--- src/rtl/hwag_pkg.sv ---
// rtl/hwag_pkg.sv - shared types and defaults for the crank/cam wheel blocks
package hwag_pkg;

  typedef enum logic [1:0] {
    IDLE     = 2'd0,
    RUN      = 2'd1,
    STOPPING = 2'd2
  } wheel_state_t;

  localparam int TOOTH_TOTAL_DEF   = 60;
  localparam int TOOTH_MISSING_DEF = 2;
  localparam int PERIOD_MIN_DEF    = 4;

endpackage

--- src/rtl/hwag_wheel_gen_if.sv ---
// rtl/hwag_wheel_gen_if.sv - control and wheel-output bundle of the trigger-wheel generator
interface hwag_wheel_gen_if #(
  parameter int PERIOD_W = 24
) ();

  logic                start;
  logic                stop;
  logic                period_wr;
  logic [PERIOD_W-1:0] period_d;
  logic                cap;
  logic                cam;
  logic [7:0]          tooth;
  logic                rev;
  logic                gap_slot;
  logic                slot_strobe;
  logic                busy;

  modport master (
    output start, stop, period_wr, period_d,
    input  cap, cam, tooth, rev, gap_slot, slot_strobe, busy
  );

  modport slave (
    input  start, stop, period_wr, period_d,
    output cap, cam, tooth, rev, gap_slot, slot_strobe, busy
  );

endinterface

--- src/rtl/hwag_slot_timer.sv ---
// rtl/hwag_slot_timer.sv - slot phase counter with double-buffered period
// Exposes next-cycle phase/period so the top can register its decoded outputs.
module hwag_slot_timer #(
  parameter int PERIOD_W   = 24,
  parameter int PERIOD_DEF = 1000,
  parameter int PERIOD_MIN = 4
) (
  input  logic                clk,
  input  logic                rst,
  input  logic                en_i,
  input  logic                load_i,
  input  logic                wr_i,
  input  logic [PERIOD_W-1:0] wr_per_i,
  output logic                tc_o,
  output logic [PERIOD_W-1:0] phase_nxt_o,
  output logic [PERIOD_W-1:0] per_nxt_o
);

  localparam logic [PERIOD_W-1:0] PER_DEF = PERIOD_W'(PERIOD_DEF);
  localparam logic [PERIOD_W-1:0] PER_MIN = PERIOD_W'(PERIOD_MIN);
  localparam logic [PERIOD_W-1:0] ONE     = PERIOD_W'(1);

  logic [PERIOD_W-1:0] phase_q, phase_d;
  logic [PERIOD_W-1:0] per_q, per_d;
  logic [PERIOD_W-1:0] pend_q, pend_d;
  logic                pend_v_q, pend_v_d;

  assign tc_o = en_i && (phase_q == per_q - ONE);

  always_comb begin
    phase_d  = phase_q + ONE;
    per_d    = per_q;
    pend_d   = pend_q;
    pend_v_d = pend_v_q;
    if (!en_i || tc_o) begin
      phase_d = '0;
    end
    // The boundary consumes the old pending value, so a write on the same edge waits a slot.
    if ((tc_o || load_i) && pend_v_q) begin
      per_d    = pend_q;
      pend_v_d = 1'b0;
    end
    if (wr_i) begin
      pend_d   = (wr_per_i < PER_MIN) ? PER_MIN : wr_per_i;
      pend_v_d = 1'b1;
    end
  end

  always_ff @(posedge clk) begin
    if (rst) begin
      phase_q  <= '0;
      per_q    <= PER_DEF;
      pend_q   <= PER_DEF;
      pend_v_q <= 1'b0;
    end else begin
      phase_q  <= phase_d;
      per_q    <= per_d;
      pend_q   <= pend_d;
      pend_v_q <= pend_v_d;
    end
  end

  assign phase_nxt_o = phase_d;
  assign per_nxt_o   = per_d;

endmodule

--- src/rtl/hwag_wheel_gen.sv ---
// rtl/hwag_wheel_gen.sv - 60-2 crank / once-per-720 cam trigger-wheel generator
// Holds the run FSM, tooth/rev counters and the registered waveform decode.
module hwag_wheel_gen
  import hwag_pkg::*;
#(
  parameter int TOOTH_TOTAL   = TOOTH_TOTAL_DEF,
  parameter int TOOTH_MISSING = TOOTH_MISSING_DEF,
  parameter int PERIOD_W      = 24,
  parameter int PERIOD_DEF    = 1000,
  parameter int PERIOD_MIN    = PERIOD_MIN_DEF,
  parameter int CAM_START     = 10,
  parameter int CAM_LEN       = 5
) (
  input logic             clk,
  input logic             rst,
  hwag_wheel_gen_if.slave bus
);

  localparam logic [7:0] LAST_SLOT = 8'(TOOTH_TOTAL - 1);
  localparam logic [7:0] FIRST_GAP = 8'(TOOTH_TOTAL - TOOTH_MISSING);
  localparam logic [7:0] CAM_LO    = 8'(CAM_START);
  localparam logic [7:0] CAM_HI    = 8'(CAM_START + CAM_LEN);

  wheel_state_t        state_q, state_d;
  logic                load;
  logic                tc;
  logic [PERIOD_W-1:0] phase_nxt, per_nxt;
  logic [7:0]          tooth_q, tooth_d;
  logic                rev_q, rev_d;
  logic                active_d;
  logic                cap_q, cap_d;
  logic                cam_q, cam_d;
  logic                gap_q, gap_d;
  logic                strobe_q, strobe_d;
  logic                busy_q;

  hwag_slot_timer #(
    .PERIOD_W   (PERIOD_W),
    .PERIOD_DEF (PERIOD_DEF),
    .PERIOD_MIN (PERIOD_MIN)
  ) u_timer (
    .clk         (clk),
    .rst         (rst),
    .en_i        (state_q != IDLE),
    .load_i      (load),
    .wr_i        (bus.period_wr),
    .wr_per_i    (bus.period_d),
    .tc_o        (tc),
    .phase_nxt_o (phase_nxt),
    .per_nxt_o   (per_nxt)
  );

  always_comb begin
    state_d = state_q;
    load    = 1'b0;
    case (state_q)
      IDLE: begin
        if (bus.start && !bus.stop) begin
          state_d = RUN;
          load    = 1'b1;
        end
      end
      RUN: begin
        if (bus.stop) state_d = STOPPING;
      end
      STOPPING: begin
        if (bus.start && !bus.stop) begin
          state_d = RUN;
        end else if (tc && (tooth_q == LAST_SLOT) && rev_q) begin
          state_d = IDLE;
        end
      end
      default: state_d = IDLE;
    endcase
  end

  always_comb begin
    tooth_d = tooth_q;
    rev_d   = rev_q;
    if (state_d == IDLE) begin
      tooth_d = '0;
      rev_d   = 1'b0;
    end else if (tc) begin
      if (tooth_q == LAST_SLOT) begin
        tooth_d = '0;
        rev_d   = ~rev_q;
      end else begin
        tooth_d = tooth_q + 8'd1;
      end
    end
  end

  // Decode from next-cycle values so every output lines up with the tooth/phase it shows.
  always_comb begin
    active_d = (state_d != IDLE);
    cap_d    = active_d && (tooth_d < FIRST_GAP) && (phase_nxt < (per_nxt >> 1));
    gap_d    = active_d && (tooth_d >= FIRST_GAP);
    cam_d    = active_d && rev_d && (tooth_d >= CAM_LO) && (tooth_d < CAM_HI);
    strobe_d = active_d && (phase_nxt == '0);
  end

  always_ff @(posedge clk) begin
    if (rst) begin
      state_q  <= IDLE;
      tooth_q  <= '0;
      rev_q    <= 1'b0;
      cap_q    <= 1'b0;
      cam_q    <= 1'b0;
      gap_q    <= 1'b0;
      strobe_q <= 1'b0;
      busy_q   <= 1'b0;
    end else begin
      state_q  <= state_d;
      tooth_q  <= tooth_d;
      rev_q    <= rev_d;
      cap_q    <= cap_d;
      cam_q    <= cam_d;
      gap_q    <= gap_d;
      strobe_q <= strobe_d;
      busy_q   <= active_d;
    end
  end

  assign bus.cap         = cap_q;
  assign bus.cam         = cam_q;
  assign bus.tooth       = tooth_q;
  assign bus.rev         = rev_q;
  assign bus.gap_slot    = gap_q;
  assign bus.slot_strobe = strobe_q;
  assign bus.busy        = busy_q;

endmodule
--- src/flat_wrapper.sv ---
// flat-port wrapper written by rule: the top's interface ports become plain ports
module hwag_wheel_gen_flat import hwag_pkg::*;
#(
  parameter int TOOTH_TOTAL   = TOOTH_TOTAL_DEF,
  parameter int TOOTH_MISSING = TOOTH_MISSING_DEF,
  parameter int PERIOD_W      = 24,
  parameter int PERIOD_DEF    = 1000,
  parameter int PERIOD_MIN    = PERIOD_MIN_DEF,
  parameter int CAM_START     = 10,
  parameter int CAM_LEN       = 5
)
  (clk, rst, bus_start, bus_stop, bus_period_wr, bus_period_d, bus_cap, bus_cam, bus_tooth, bus_rev, bus_gap_slot, bus_slot_strobe, bus_busy);
  hwag_wheel_gen_if #(.PERIOD_W(PERIOD_W)) bus_i ();
  input logic clk;
  input logic rst;
  input wire logic [$bits(bus_i.start)-1:0] bus_start;
  input wire logic [$bits(bus_i.stop)-1:0] bus_stop;
  input wire logic [$bits(bus_i.period_wr)-1:0] bus_period_wr;
  input wire logic [$bits(bus_i.period_d)-1:0] bus_period_d;
  output wire logic [$bits(bus_i.cap)-1:0] bus_cap;
  output wire logic [$bits(bus_i.cam)-1:0] bus_cam;
  output wire logic [$bits(bus_i.tooth)-1:0] bus_tooth;
  output wire logic [$bits(bus_i.rev)-1:0] bus_rev;
  output wire logic [$bits(bus_i.gap_slot)-1:0] bus_gap_slot;
  output wire logic [$bits(bus_i.slot_strobe)-1:0] bus_slot_strobe;
  output wire logic [$bits(bus_i.busy)-1:0] bus_busy;
  assign bus_i.start = bus_start;
  assign bus_i.stop = bus_stop;
  assign bus_i.period_wr = bus_period_wr;
  assign bus_i.period_d = bus_period_d;
  assign bus_cap = bus_i.cap;
  assign bus_cam = bus_i.cam;
  assign bus_tooth = bus_i.tooth;
  assign bus_rev = bus_i.rev;
  assign bus_gap_slot = bus_i.gap_slot;
  assign bus_slot_strobe = bus_i.slot_strobe;
  assign bus_busy = bus_i.busy;
  hwag_wheel_gen #(.TOOTH_TOTAL(TOOTH_TOTAL), .TOOTH_MISSING(TOOTH_MISSING), .PERIOD_W(PERIOD_W), .PERIOD_DEF(PERIOD_DEF), .PERIOD_MIN(PERIOD_MIN), .CAM_START(CAM_START), .CAM_LEN(CAM_LEN)) u_core (.clk(clk), .rst(rst), .bus(bus_i));
endmodule
--- config.mk ---
export PLATFORM = sky130hd
export DESIGN_NAME = hwag_wheel_gen_flat
export DESIGN_NICKNAME = d
export VERILOG_FILES = /design/src/rtl/hwag_pkg.sv /design/src/rtl/hwag_wheel_gen_if.sv /design/src/rtl/hwag_slot_timer.sv /design/src/rtl/hwag_wheel_gen.sv /design/src/flat_wrapper.sv
export SDC_FILE = /design/constraint.sdc
export NUM_CORES = 1
export LEC_CHECK = 0
export CAP_MARGIN = 20
export CORE_ASPECT_RATIO = 0.6
export CORE_MARGIN = 3
export CORE_UTILIZATION = 40
export DETAILED_ROUTE_END_ITERATION = 16
export PLACE_DENSITY = 0.6
export REMOVE_ABC_BUFFERS = 1
export SYNTH_ARGS = -nofsm -noshare
export SYNTH_HDL_FRONTEND = slang
export SYNTH_SLANG_ARGS = --single-unit
--- constraint.sdc ---
create_clock -name clk -period 9.8 [get_ports clk]
set_clock_uncertainty 0.05 [all_clocks]
set_input_delay 1.47 -clock clk [delete_from_list [all_inputs] [get_ports clk]]
set_output_delay 1.47 -clock clk [all_outputs]
set_load 0.02 [all_outputs]
### After elaboration in Yosys (flattened, before gate mapping)

Cells that the tools add are included.

| word-level totals | value |
|---|---|
| register bits | 89 |
| input port bits | 29 |
| logic and storage cells | 67 |
| output and inout port bits | 14 |

| operators by class | value |
|---|---|
| multiplexer cells | 18 |
| reductions and logical operators | 22 |
| order comparisons | 6 |
| equality and inequality tests | 4 |
| bitwise gates (word level) | 1 |
| $add $sub $neg | 3 |

Operators by type and width:

| cell | number |
|---|---|
| two-way mux 24 bit | 3 |
| adder 24 x 1 -> 24 bit, second input constant | 1 |
| equality test 24 bit | 1 |
| zero test 24 bit | 1 |
| less-than comparator 24 x 23 -> 1 bit | 1 |
| less-than comparator 24 x 3 -> 1 bit, second input constant | 1 |
| two-way mux 8 bit | 3 |
| subtractor 24 x 1 -> 24 bit, second input constant | 1 |
| logical AND 1 bit | 12 |
| adder 8 x 1 -> 8 bit, second input constant | 1 |
| equality test 8 x 6 -> 1 bit, second input constant | 1 |
| greater-or-equal comparator 8 x 4 -> 1 bit, second input constant | 1 |
| greater-or-equal comparator 8 x 6 -> 1 bit, second input constant | 1 |
| less-than comparator 8 x 4 -> 1 bit, second input constant | 1 |
| less-than comparator 8 x 6 -> 1 bit, second input constant | 1 |
| two-way mux 2 bit | 4 |
| two-way mux 1 bit | 7 |
| one-hot mux 2 bit (3 select lines) | 1 |
| nonzero test 2 bit | 3 |
| zero test 2 bit | 2 |
| equality test 2 x 1 -> 1 bit, second input constant | 1 |
| equality test 2 bit, second input constant | 1 |
| zero test 1 bit | 2 |
| logical OR 1 bit | 2 |
| NOT 1 bit | 1 |

### Depth between registers and ports, before layout

Gate-level depths: netlist (run 1).

| depth | value |
|---|---|
| depth after elaboration | 13 |
| depth in mapped cells | 22 |
| gate-level depth less buffers | 20 |

### Modules after synthesis

A second synthesis (run 1) with hierarchy kept.

| unflattened totals | value |
|---|---|
| cells, all modules | 711 |
| area, all modules | 5761.8 um2 |

Modules (own cells, without submodules):

| module | instances | cells each | area an instance (um2) | sequential area each (um2) |
|---|---|---|---|---|
| hwag_slot_timer | 1 | 531 | 4341.7 | 1461.4 |
| hwag_wheel_gen | 1 | 180 | 1420.1 | 320.3 |

### Worst setup path before layout (run 1)

Ideal clock, no wire load.

| timing | value |
|---|---|
| kind | register to register |
| from | register u_core.u_timer.per_q[5] |
| to | register u_core.cap_q, in the netlist u_core.bus.cap |
| setup slack | 4267 ps |
| setup time | 129 ps |
| path buffers | 3 |
| data arrival time | 5354 ps |
| period minus slack after synthesis | 5533 ps |
| required time | 9621 ps |
| cell stages (with the launch flop) | 22 |
| cells stage by stage | dfxtp_1 > buf_6 > or4_4 > or4b_4 > or4b_1 > a22oi_1 > or4b_1 > buf_2 > nor4_2 > o21ai_1 > clkbuf_1 > mux2i_1 > ha_1 > nand4_1 > nor2_1 > nand4_1 > nor3_1 > o21ai_0 > nand2_1 > a31oi_1 > o211ai_1 > nor4_2 |

| on the way | value |
|---|---|
| longest elaborated chain between the ends | 13 |
| elaborated cells between the ends (all ways) | 21 |
| those cells by class | add/sub (1); order compare (2); eq/ne (1); mux (7); reduce/logical (10) |

RTL lines:

| element | line | RTL |
|---|---|---|
| start, declared | hwag_slot_timer.sv:24 | `logic [PERIOD_W-1:0] per_q, per_d;` |
| start signal, assigned | hwag_slot_timer.sv:57 | `per_q <= per_d;` |
| subtractor 24 x 1 -> 24 bit | hwag_slot_timer.sv:28 | `assign tc_o = en_i && (phase_q == per_q - ONE);` |
| equality test 24 bit | hwag_slot_timer.sv:28 |  |
| logical AND 1 bit | hwag_slot_timer.sv:28 |  |
| logical AND 1 bit (2 in a row) | hwag_wheel_gen.sv:69 | `end else if (tc && (tooth_q == LAST_SLOT) && rev_q) begin` |
| two-way mux 2 bit | hwag_wheel_gen.sv:69 |  |
| two-way mux 2 bit | hwag_wheel_gen.sv:67 | `if (bus.start && !bus.stop) begin` |
| one-hot mux 2 bit (3 select lines) | hwag_wheel_gen.sv:56 | `case (state_q)` |
| zero test 2 bit | hwag_wheel_gen.sv:80 | `if (state_d == IDLE) begin` |
| two-way mux 8 bit | hwag_wheel_gen.sv:80 |  |
| less-than comparator 8 x 6 -> 1 bit | hwag_wheel_gen.sv:96 | `cap_d = active_d && (tooth_d < FIRST_GAP) && (phase_nxt < (per_nxt >> 1));` |
| logical AND 1 bit | hwag_wheel_gen.sv:96 |  |
| logical AND 1 bit * | hwag_wheel_gen.sv:96 |  |
| end signal, assigned | hwag_wheel_gen.sv:116 | `cap_q <= cap_d;` |
| end, declared | hwag_wheel_gen.sv:31 | `logic cap_q, cap_d;` |

Every way passes the cells marked *; elsewhere a longest branch is shown, timed or not.
A chain may end at the register's enable or synchronous reset.

### Worst setup path in the final report (run 1)

| timing | value |
|---|---|
| from | register u_core.u_timer.per_q[0] |
| to | register u_core.cap_q, in the netlist u_core.bus.cap |

| on the way | value |
|---|---|
| longest elaborated chain between the ends | 13 |
| elaborated cells between the ends (all ways) | 21 |
| those cells by class | add/sub (1); order compare (2); eq/ne (1); mux (7); reduce/logical (10) |

RTL lines:

| element | line |
|---|---|
| subtractor 24 x 1 -> 24 bit * | hwag_slot_timer.sv:28 |
| equality test 24 bit * | hwag_slot_timer.sv:28 |
| logical AND 1 bit * | hwag_slot_timer.sv:28 |
| logical AND 1 bit (2 in a row) | hwag_wheel_gen.sv:69 |
| two-way mux 2 bit | hwag_wheel_gen.sv:69 |
| two-way mux 2 bit | hwag_wheel_gen.sv:67 |
| one-hot mux 2 bit (3 select lines) | hwag_wheel_gen.sv:56 |
| zero test 2 bit | hwag_wheel_gen.sv:80 |
| two-way mux 8 bit | hwag_wheel_gen.sv:80 |
| less-than comparator 8 x 6 -> 1 bit | hwag_wheel_gen.sv:96 |
| logical AND 1 bit | hwag_wheel_gen.sv:96 |
| logical AND 1 bit * | hwag_wheel_gen.sv:96 |

Marks and branches as above.

==> impl_metrics.env, run 1 <==
export IMPL_placed_area_um2=5860
export IMPL_final_area_um2=6170
export IMPL_cp_required_ns=9.96
export IMPL_area_growth_syn_to_layout_pct=15.9
export IMPL_viasPerCell=5.77
export IMPL_drt_initial_drc_count=483
export IMPL_worst_ep_arrival_time_ns=5.88
export IMPL_period_needed_ns=5.71
export IMPL_syn_area_um2=5320
export IMPL_postCtsSetupRepairBufs=0
export IMPL_die_w_um=155
export IMPL_io_pins=43
export IMPL_cts_sinks=89
export IMPL_fmax_ghz=0.175
export IMPL_worst_path_largest_cell_delay_ns=0.62
export IMPL_cp_start_kind="flop"
export IMPL_cts_root_buffer="clkbuf_16"
export IMPL_globalplace_congestion=0.954
export IMPL_p_seq_share_pct=47.5
export IMPL_seq_area_frac_synth_pct=33.5
export IMPL_vdd_drop_max_v=0.000109
export IMPL_swShare_pct=24.9
export IMPL_crit_family="simple AND/OR/NAND/NOR gates"
export IMPL_final_nets=719
export IMPL_setup_violations=0
export IMPL_async_reset_ff_share_pct=0
export IMPL_initial_core_util_pct=42.5
export IMPL_p_leak_nw=2.41
export IMPL_powerDensity_nw_per_um2=130
export IMPL_cts_tree="done"
export IMPL_grt_pass1_wl_um=24200
export IMPL_dp_hpwl_um=12100
export IMPL_drv_slew=0
export IMPL_p_sw_mw=0.200
export IMPL_worstPathCellList="inv_1 > ha_1 > nor4b_1 > nand4_1 > or4_1 > a22oi_1 > or4b_1 > nor4_2 > buf_4 > o21ai_2 > buf_4 > mux2i_1 > ha_1 > nand4_1 > nor2_1 > nand4_1 > nor3_1 > o21ai_0 > nand2_1 > a31oi_1 > o211ai_1 > nor4_2"
export IMPL_cap_violations=0
export IMPL_coreArea_um2=12500
export IMPL_grt_pass1_vias=4379
export IMPL_ctsHoldBuffers=0
export IMPL_synth_flop_cell="dfxtp_1"
export IMPL_hold_path_class="reg2reg"
export IMPL_rsz0062_at_grt="false"
export IMPL_ys_warn_count=0
export IMPL_dp_cells=819
export IMPL_worstMarginPinSlew_ns=0.724
export IMPL_hold_violations=0
export IMPL_wire_per_inst_um=18.7
export IMPL_slowest_stage="nor4b_1"
export IMPL_die_area_um2=14800
export IMPL_internal_power_mw=0.601
export IMPL_finalWirelength_um=15600
export IMPL_drive_gt1_share_pct=6.27
export IMPL_crit_top_cell="nand4_1"
export IMPL_drc=0
export IMPL_insertion_delay_ns=0.35
export IMPL_ctsResizeCount=0
export IMPL_drtPass1Iterations=5
export IMPL_worstPathMaxFanout=24
export IMPL_synth_cells=638
export IMPL_clkTransAtPathRegs_ns=0.07
export IMPL_power_total_mw=0.801
export IMPL_via_count=4816
export IMPL_status="complete, no violations"
export IMPL_fin_crit_sh_pct=58.3
export IMPL_port_buffers=42
export IMPL_grt_max_degree=60
export IMPL_ant_nets=0
export IMPL_crit_buf_inv=3
export IMPL_end_kind="flop"
export IMPL_synth_edff_count=0
export IMPL_yosysUniqueCellTypes=61
export IMPL_antenna_found_initial=0
export IMPL_grt_ovfl_total=0
export IMPL_die_h_um=95.4
export IMPL_n_antenna_cell=0
export IMPL_worstSetupPathType="reg2reg"
export IMPL_p_comb_share_pct=8.0
export IMPL_cts_buffers_inserted=9
export IMPL_clockPowerShare_pct=44.5
export IMPL_syn_area_per_cell_um2=8.34
export IMPL_synth_seq_cells=89
export IMPL_grt_util_all_layers_pct=21.4
export IMPL_finalSetupTns_ns=0
export IMPL_rows=31
export IMPL_cts_buffer_depth=2
export IMPL_relSlewSlack_pct=51.0
export IMPL_htreeDepth=3
export IMPL_instances_no_fill=835
## cell type report
class	instances	area (µm²)
inverter	12	45.0
timing repair buffer	47	453
sequential	89	1780
clock inverter	6	73.8
tap	165	206
multi-input combinational	506	3380
fill	1216	6360
clock buffer	10	229
## final timing paths
path / slack [ns] / start / to / depth (start not counted)
min: 0.45 / u_core.u_timer.pend_q[13] / u_core.u_timer.pend_q[13] / 2
max reg2reg: 4.09 / u_core.u_timer.per_q[0] / u_core.bus.cap / 22
min reg2reg: 0.45 / u_core.u_timer.pend_q[13] / u_core.u_timer.pend_q[13] / 2
max: 4.09 / u_core.u_timer.per_q[0] / u_core.bus.cap / 22
## per-layer routing
metal | share of wire [%] | global-route usage [%]
met1 | 53 | 34.9
met2 | 36 | 27.2
met3 | 9.5 | 5.03
met4 | 0.98 | 4.48
met5 | 0 | 0
## cell usage in the layout (no fill, tap or decap), types with 14 or more instances in the layout
cell type        netlist  final
xor2_1                24     24
dfxtp_1               89     89
mux2i_1               40     40
nor2_1               106    106
xnor2_1               33     33
a21oi_1               26     26
ha_1                  25     25
o21ai_0               18     18
nor4_1                14     14
nand3_1               21     21
nor2b_1               16     16
clkdlybuf4s50_1        0     41
nor3_1                20     20
nand2_1               32     32
## power groups by stage
| stage | clock network (mW) | logic [mW] | registers (mW) |
|---|---|---|---|
| after floorplan | 0 | 0.0324 | 0.385 |
| after global placement | 0 | 0.0620 | 0.388 |
| after detailed placement | 0 | 0.0636 | 0.388 |
| after CTS | 0.364 | 0.0638 | 0.380 |
| after global routing | 0.377 | 0.0705 | 0.381 |
| final | 0.357 | 0.0639 | 0.380 |
## flip-flops by register name, summed over array words and instances (netlist names)
| register | cells |
|---|---|
| u_core.bus.busy | 1 |
| u_core.bus.cam | 1 |
| u_core.bus.cap | 1 |
| u_core.bus.gap_slot | 1 |
| u_core.bus.rev | 1 |
| u_core.bus.slot_strobe | 1 |
| u_core.bus.tooth | 8 |
| u_core.state_q | 2 |
| u_core.u_timer.pend_q | 24 |
| u_core.u_timer.pend_v_q | 1 |
| u_core.u_timer.per_q | 24 |
| u_core.u_timer.phase_q | 24 |
## stage by stage
stage	setup WS (ns)	util (%)	hold WS, ns
2_1_floorplan	3.52	-	0.398
3_3_place_gp	4.38	46.8	0.423
3_5_place_dp	4.22	46.8	0.434
4_1_cts	4.14	49.2	0.453
5_1_grt	3.49	49.2	0.504
6_report	4.09	49.2	0.452
## cells by family (layout without fill, tap and decap cells)
group           count (synthesis)  in the layout  share of synthesized area [%]
fa+ha+maj                      25             25                           5.88
flops                          89             89                           33.5
simple gates                  291            291                           28.6
compound gates                 92             92                           11.7
mux                            41             41                           7.73
xor+xnor                       57             57                           9.38
buf+inv                        43             75                           3.27
## synthesized netlist by cell type, drive strengths merged, types with 2 or more instances
cell type	number	area [µm²]
and3	5	31.3
nand2b	13	81.3
nor3	20	100
and4	3	26.3
a21boi	2	15.0
buf	13	61.3
or3	5	36.3
clkbuf	18	67.6
and2	7	45.1
o31a	2	18.8
nor2b	16	100
o22ai	2	12.5
nor4	16	113
xnor2	33	289
mux2i	40	400
o21a	3	22.5
o211ai	7	52.6
nand3	21	105
or4b	4	43.8
a211o	8	70.1
or4	9	75.1
a22oi	2	15.0
dfxtp	89	1780
ha	25	313
nand4	12	75.1
or2	5	31.3
a31oi	4	25.0
inv	12	45.0
nor4b	4	35.0
xor2	24	210
nor2	106	398
a21oi	26	130
nand3b	8	60.1
o31ai	6	50.1
a21o	2	15.0
o32ai	2	17.5
nand2	32	120
o21ai	19	95.1
nand4b	2	17.5
## worst reg2reg max path: stages, from the launching register on
cell and delay, ns:
dfxtp_1 0.35, inv_1 0.07, ha_1 0.20, nor4b_1 0.62
nand4_1 0.33, or4_1 0.54, a22oi_1 0.20, or4b_1 0.58
nor4_2 0.29, buf_4 0.26, o21ai_2 0.07, buf_4 0.28
mux2i_1 0.19, ha_1 0.32, nand4_1 0.09, nor2_1 0.17
nand4_1 0.14, nor3_1 0.33, o21ai_0 0.14, nand2_1 0.09
a31oi_1 0.04, o211ai_1 0.14, nor4_2 0.07
No activity file was read; power rests on OpenSTA's default activity.
==> inputs of run 2 (changes only) <==
==> constraint.sdc (replaced) <==
create_clock -name clk -period 5.47 [get_ports clk]
set_clock_uncertainty 0.05 [all_clocks]
set_input_delay 0.8205 -clock clk [delete_from_list [all_inputs] [get_ports clk]]
set_output_delay 0.8205 -clock clk [all_outputs]
set_load 0.02 [all_outputs]
==> impl_metrics.env, run 2 (synthesis results as in run 1) <==
export IMPL_cts_sinks=89
export IMPL_fillers=1176
export IMPL_cp_required_ns=5.69
export IMPL_antenna_found_initial=0
export IMPL_crit_top_cell="or4b_4"
export IMPL_worst_ep_arrival_time_ns=5.27
export IMPL_n_antenna_cell=0
export IMPL_port_buffers=42
export IMPL_cts_root_buffer="clkbuf_16"
export IMPL_dp_hpwl_um=12100
export IMPL_insertion_delay_ns=0.35
export IMPL_die_area_um2=14800
export IMPL_worst_path_largest_cell_delay_ns=0.58
export IMPL_drc=0
export IMPL_top_regs="u_core.u_timer.pend_q (24), u_core.u_timer.per_q (24), u_core.u_timer.phase_q (24)"
export IMPL_grt_util_all_layers_pct=21.6
export IMPL_fmax_ghz=0.198
export IMPL_period_needed_ns=5.05
export IMPL_rows=31
export IMPL_drt_initial_drc_count=543
export IMPL_final_util_pct=49.9
export IMPL_io_pins=43
export IMPL_cp_start_kind="flop"
export IMPL_vdd_drop_max_v=0.000147
export IMPL_powerDensity_nw_per_um2=229
export IMPL_worstPathCellList="or4_4 > or4b_4 > or4b_1 > a22oi_1 > or4b_4 > nor4_4 > o21ai_4 > buf_4 > mux2i_1 > ha_1 > a211o_1 > o22ai_1 > nor2_1 > a31oi_1 > o211ai_1 > nor4_2"
export IMPL_die_h_um=95.4
export IMPL_crit_buf_inv=1
export IMPL_cts_tree="done"
export IMPL_hold_violations=0
export IMPL_crit_family="simple AND/OR/NAND/NOR gates"
export IMPL_slowest_stage="or4_4"
export IMPL_clkTransAtPathRegs_ns=0.07
export IMPL_grt_pass1_wl_um=24700
export IMPL_drtPass1Iterations=5
export IMPL_relSlewSlack_pct=53.8
export IMPL_wire_per_inst_um=18.2
export IMPL_ant_nets=0
export IMPL_grt_max_degree=38
export IMPL_worstMarginPinSlew_ns=0.686
export IMPL_htreeDepth=3
export IMPL_status="complete, no violations"
export IMPL_end_kind="flop"
export IMPL_worstPathMaxFanout=10
export IMPL_rsz0062_at_grt="false"
export IMPL_die_w_um=155
export IMPL_dp_cells=826
export IMPL_power_total_mw=1.43
export IMPL_grt_pass1_vias=4442
export IMPL_globalplace_congestion=0.964
export IMPL_via_count=4757
export IMPL_finalSetupTns_ns=0
export IMPL_cts_buffer_depth=2
export IMPL_area_growth_syn_to_layout_pct=17.5
export IMPL_ctsHoldBuffers=0
export IMPL_hold_path_class="reg2reg"
export IMPL_p_leak_nw=2.46
export IMPL_fin_crit_sh_pct=92.3
export IMPL_postCtsSetupRepairBufs=0
export IMPL_finalWirelength_um=15300
export IMPL_viasPerCell=5.65
export IMPL_initial_core_util_pct=42.5
export IMPL_layout_common_cells="nor2_1, dfxtp_1, clkdlybuf4s50_1"
export IMPL_placed_area_um2=5930
export IMPL_drive_gt1_share_pct=7.68
export IMPL_setup_violations=0
export IMPL_instances_no_fill=842
export IMPL_r2r_slack_ns=0.42
export IMPL_final_nets=726
export IMPL_cts_buffers_inserted=9
export IMPL_coreArea_um2=12500
export IMPL_layout_commonest_cell="nor2_1"
export IMPL_grt_ovfl_total=0
export IMPL_final_area_um2=6260
export IMPL_drv_slew=0
export IMPL_worstSetupPathType="reg2reg"
export IMPL_cap_violations=0
==> run 2: per-stage QoR <==
stage / worst slack (ns) / hold slack (ns)
2_1_floorplan: -0.813 / 0.398
3_3_place_gp: 0.275 / 0.434
3_5_place_dp: 0.0990 / 0.448
4_1_cts: 0.0880 / 0.458
5_1_grt: 0.0177 / 0.479
6_report: 0.419 / 0.458
==> run 2: worst paths after layout <==
check | startpoint | endpoint | cells after the start
min | u_core.u_timer.pend_q[2] | u_core.u_timer.pend_q[2] | 2
max | u_core.u_timer.per_q[5] | u_core.bus.cap | 16
min reg2reg | u_core.u_timer.pend_q[2] | u_core.u_timer.pend_q[2] | 2
max reg2reg | u_core.u_timer.per_q[5] | u_core.bus.cap | 16
==> run 2: metal layers <==
layer  wire length (µm)  part of all wire, %  global-route usage [%]  vias up
li1                   -                    -                       -     2342
met1               8560                   56                    36.1     2225
met2               5230                   34                    26.0      182
met3               1430                  9.3                    5.80        8
met4                106                 0.69                    4.63        0
met5                  0                    0                       0        -
==> run 2: worst reg2reg max path, cell delays in order, from the launching register on <==
cell,delay (ns)
dfxtp_1,0.41
or4_4,0.58
or4b_4,0.56
or4b_1,0.51
a22oi_1,0.15
or4b_4,0.54
nor4_4,0.26
o21ai_4,0.18
buf_4,0.25
mux2i_1,0.23
ha_1,0.28
a211o_1,0.32
o22ai_1,0.17
nor2_1,0.07
a31oi_1,0.16
o211ai_1,0.12
nor4_2,0.14
==> run 2: repair_timing <==
action | in CTS | in global routing
hold endpoints to repair | 0 | 0
endpoints found under the setup margin | 0 | 1
resized for setup | 0 | 4
==> run 2: power breakdown <==
| part | total (mW) | internal, mW | switching [mW] | leakage, nW |
|---|---|---|---|---|
| clock network | 0.634 | 0.337 | 0.297 | 0.151 |
| registers | 0.679 | 0.664 | 0.0153 | 0.724 |
| logic | 0.118 | 0.0561 | 0.0624 | 1.59 |
| total | 1.43 | 1.06 | 0.375 | 2.46 |
==> run 2: layout make-up <==
cell class	instances	area (µm²)	share of cell area, %
multi-input combinational	506	3400	54.4
inverter	12	45.0	0.720
sequential	89	1780	28.5
tap	165	206	3.30
clock inverter	6	62.6	1.00
timing repair buffer	54	518	8.28
clock buffer	10	239	3.82
==> variant 1, RTL diff (flow settings as in run 2) <==
The 3 states of `wheel_state_t` get a one-hot encoding in 3 bits.
--- a/src/rtl/hwag_pkg.sv
+++ b/src/rtl/hwag_pkg.sv
@@ -1,10 +1,10 @@
 // rtl/hwag_pkg.sv - shared types and defaults for the crank/cam wheel blocks
 package hwag_pkg;
 
-  typedef enum logic [1:0] {
-    IDLE     = 2'd0,
-    RUN      = 2'd1,
-    STOPPING = 2'd2
+  typedef enum logic [2:0] {
+    IDLE     = 3'b001,
+    RUN      = 3'b010,
+    STOPPING = 3'b100
   } wheel_state_t;
 
   localparam int TOOTH_TOTAL_DEF   = 60;
Behaviour: no difference found for any inputs over 10 cycles, from zero or initial values and one cycle with rst high; not proved beyond that.
==> variant 1 against run 2 <==
  * The run now ends with setup timing left
  * Global-route usage decreased by 0.086 points
  * Highest routed layer unchanged
  * Hold slack gained 9.6 ps
  * Sequential cell count is 1 higher
  * Cell area rose by 4.9%
  * Wire length rose by 3.5%
  * Worst setup slack worse by 440 ps
  * Synthesized area grew 0.59%
  * Power decreased by 0.17%
==> variant 1: results (changes against run 2) <==
reg2reg_depth: 21  # +5
drt_iter0_drc: 578  # +6.4%
synthDistinctLibCells: 62  # +1.6%
fin_nets: 753  # +3.7%
p_comb_share_pct: 9.0  # +0.7 points
wl_met1_mm: 8.424  # -1.5%
slowest_delay_ps: 500  # -80 ps
async_flop_share_pct: 0  # unchanged
timing.setup.tns_ps: -20.03  # -20.03 ps
ir_drop_uv: 142.8  # -3.0%
hold_start: "u_core.u_timer.pend_q[16]$_SDFFE_PP0P_"
grt_pass1_vias: 4477  # +0.79%
min_to: "u_core.u_timer.pend_q[16]$_SDFFE_PP0P_"
cp_max_fo: 4  # -6
yosys.area_share.adder_pct: 5.842  # -0.034 points
p_sw_w: 0.0003578  # -4.5%
cts_setup_buffers: 5  # +5
tightest_slew_ps: 837.1  # +151.5 ps
grt_pass1_wl_mm: 24.66  # unchanged
grt_usage_pct: 21.56  # -0.086 points
drt_wl_total_mm: 15.85  # +3.5%
top_layer: "met4"
p_leak_nw: 2.839  # +15%
drive_above_1_share_pct: 13.07  # +5.4 points
path_delay_family: "compound AO/OA/AOI/OAI gates"
synth-xor-area-share_pct: 8.016  # -1.4 points
cts-resized-gates: 6  # +6
arrival_ps: 5740  # +470 ps
synth.top_cells.by_count: "105 x nor2_1, 90 x dfxtp_1, 42 x mux2i_1, 26 x xor2_1, 25 x ha_1"
synthMuxAreaShare_pct: 8.063  # +0.33 points
dp_slack_ps: -137.3  # -236.3 ps
critPathLaunch: "u_core.u_timer.per_q[1]$_SDFF_PP0_"
route.met2.wl_mm: 5.783  # +11%
fin_ws_ps: -20.03  # -438.6 ps
grt.met3_usage_pct: 4.853  # -0.95 points
synth_area_leaders: "dfxtp_1 34%, mux2i_1 7.9%, nor2_1 7.4%"
wl_met3_mm: 1.521  # +6.6%
largestRegisters: "u_core.u_timer.pend_q x24, u_core.u_timer.per_q x24, u_core.u_timer.phase_q x24"
violations: "setup timing"
finalSetupViolCount: 1  # +1
num_vias: 4981  # +4.7%
synth_seq_area_share_pct: 33.65  # +0.18 points
worstSkewPairLatency_ps: 350  # about the same
status: "complete, but fails checks"
r2r_slack_ps: -20  # -440 ps
first_pass_iters: 7  # +2
dpl_cell_area_sq_um: 6135  # +3.5%
grtUsageMet1_pct: 35.55  # -0.53 points
synth_compound_area_share_pct: 12.32  # +0.66 points
dpl.hpwl_mm: 12.46  # +3.1%
place_congestion: 0.9364  # -2.9%
==> variant 1: layout make-up <==
type,instances,area [sq um]
Tap cell,170,212.7
Clock inverter,5,43.79
Sequential cell,90,1804
Clock buffer,11,252.7
Timing Repair Buffer,93,810.8
Multi-Input combinational cell,490,3382
Inverter,15,56.30
Fill cell,1265,6410
==> variant 1: worst max path at each step <==
stage                                     end  depth (start not counted)
floorplan           u_core.bus.cap$_SDFF_PP0_                         21
global placement    u_core.bus.cap$_SDFF_PP0_                         21
detailed placement  u_core.bus.cap$_SDFF_PP0_                         21
CTS                 u_core.bus.cap$_SDFF_PP0_                         21
global route        u_core.bus.cap$_SDFF_PP0_                         21
finish              u_core.bus.cap$_SDFF_PP0_                         21
==> variant 1: metrics by stage <==
stage	total power (W)	instances
CTS	0.001436	870
floorplan	0.0007517	595
finish	0.001429	874
global route	0.001476	874
detailed placement	0.0008204	849
global placement	0.0008177	849
==> variant 2, RTL diff (config.mk and constraints of run 2) <==
Made on the original files. `PERIOD_W` is set to 24 in 4 places; all go to 32.
--- a/src/rtl/hwag_wheel_gen_if.sv
+++ b/src/rtl/hwag_wheel_gen_if.sv
@@ -1,6 +1,6 @@
 // rtl/hwag_wheel_gen_if.sv - control and wheel-output bundle of the trigger-wheel generator
 interface hwag_wheel_gen_if #(
-  parameter int PERIOD_W = 24
+  parameter int PERIOD_W = 32
 ) ();
 
   logic                start;
--- a/src/rtl/hwag_slot_timer.sv
+++ b/src/rtl/hwag_slot_timer.sv
@@ -1,7 +1,7 @@
 // rtl/hwag_slot_timer.sv - slot phase counter with double-buffered period
 // Exposes next-cycle phase/period so the top can register its decoded outputs.
 module hwag_slot_timer #(
-  parameter int PERIOD_W   = 24,
+  parameter int PERIOD_W   = 32,
   parameter int PERIOD_DEF = 1000,
   parameter int PERIOD_MIN = 4
 ) (
--- a/src/rtl/hwag_wheel_gen.sv
+++ b/src/rtl/hwag_wheel_gen.sv
@@ -5,7 +5,7 @@
 #(
   parameter int TOOTH_TOTAL   = TOOTH_TOTAL_DEF,
   parameter int TOOTH_MISSING = TOOTH_MISSING_DEF,
-  parameter int PERIOD_W      = 24,
+  parameter int PERIOD_W      = 32,
   parameter int PERIOD_DEF    = 1000,
   parameter int PERIOD_MIN    = PERIOD_MIN_DEF,
   parameter int CAM_START     = 10,
--- a/src/flat_wrapper.sv
+++ b/src/flat_wrapper.sv
@@ -3,7 +3,7 @@
 #(
   parameter int TOOTH_TOTAL   = TOOTH_TOTAL_DEF,
   parameter int TOOTH_MISSING = TOOTH_MISSING_DEF,
-  parameter int PERIOD_W      = 24,
+  parameter int PERIOD_W      = 32,
   parameter int PERIOD_DEF    = 1000,
   parameter int PERIOD_MIN    = PERIOD_MIN_DEF,
   parameter int CAM_START     = 10,
Ports: changed (resized bus_period_d); port bits go from 43 to 51. No check against the original RTL was run, so the function may have changed too.
==> variant 2 against run 2 <==
  * Synthesized cell count increased by 29%
  * Sequential cell count increased by 24
  * Largest cell class unchanged
  * Power is 44% higher
  * Synthesized area up 29%
  * Wire length is 30% higher
  * Cell area up 35%
  * Highest routed layer unchanged
  * Worst setup slack got worse by 240 ps
  * Clock power up 62%
  * Largest power group is now the clock network
==> variant 2: results (changes against run 2) <==
dp_slack_ps: 99.26  # +0.2722 ps
ir_drop_uv: 184.7  # +26%
hold_start: "u_core.u_timer.pend_q[24]$_SDFFE_PP0P_"
cts_max_level: 4  # +1
arrival_ps: 5600  # +330 ps
dp.cells: 1082  # +31%
grt_pass1_vias: 5558  # +25%
synthDistinctLibCells: 66  # +8.2%
dpl_cell_area_sq_um: 7695  # +30%
buffer_area_share_pct: 9.948  # +1.7 points
worstSkewPairLatency_ps: 410  # +60 ps
multi_input_area_sq_um: 4476  # +32%
dpl.hpwl_mm: 15.09  # +25%
p_leak_nw: 3.469  # +41%
grt.met3_usage_pct: 6.906  # +1.1 points
wl_per_cell_microns: 17.73  # -2.5%
grt_start_max_net_pins: 53  # +39%
n_clock_buffer: 18  # +8
fin_nets: 954  # +31%
cts_made_buffers: 17  # +8
fillers: 1598  # +36%
cellPowerDensity_nw_per_um2: 243.1  # +6.2%
status: "complete, no violations"
synth_seq_area_share_pct: 32.86  # -0.61 points
wl_met3_mm: 1.754  # +23%
inverters: 13  # +1
grtUsageMet1_pct: 34.01  # -2.1 points
==> variant 2: changes by cell type after synthesis, sizes merged, moves of 6 or more <==
cell,delta
nand4,+7
clkbuf,+11
nor2,+42
dfxtp,+24
or3,+6
ha,+8
xor2,+12
xnor2,+8
nor3,+16
nor4,+8
mux2i,+21
nand3,+9
a21o,+6
==> variant 2: where the power goes <==
group	internal, W	total [W]	leakage, nW	switching [W]
registers	0.000844	0.000860	0.920	0.0000164
logic	0.0000777	0.000167	2.29	0.0000898
clock network	0.000623	0.00103	0.259	0.000404
==> variant 2: logic make-up (layout without fill, tap and decap cells) <==
group           count (synthesis)  in the layout  synth area share [%]
flops                         113            113                 32.86
compound gates                 89             89                 8.942
simple gates                  388            388                 29.53
fa+ha+maj                      33             33                 5.998
mux                            62             62                 9.033
xor+xnor                       77             77                 9.796
buf+inv                        59            133                 3.835
==> variant 2: timing repair <==
action                     CTS  global route
resized for setup            0            32
setup endpoints to repair    0             1
setup buffers                0            10
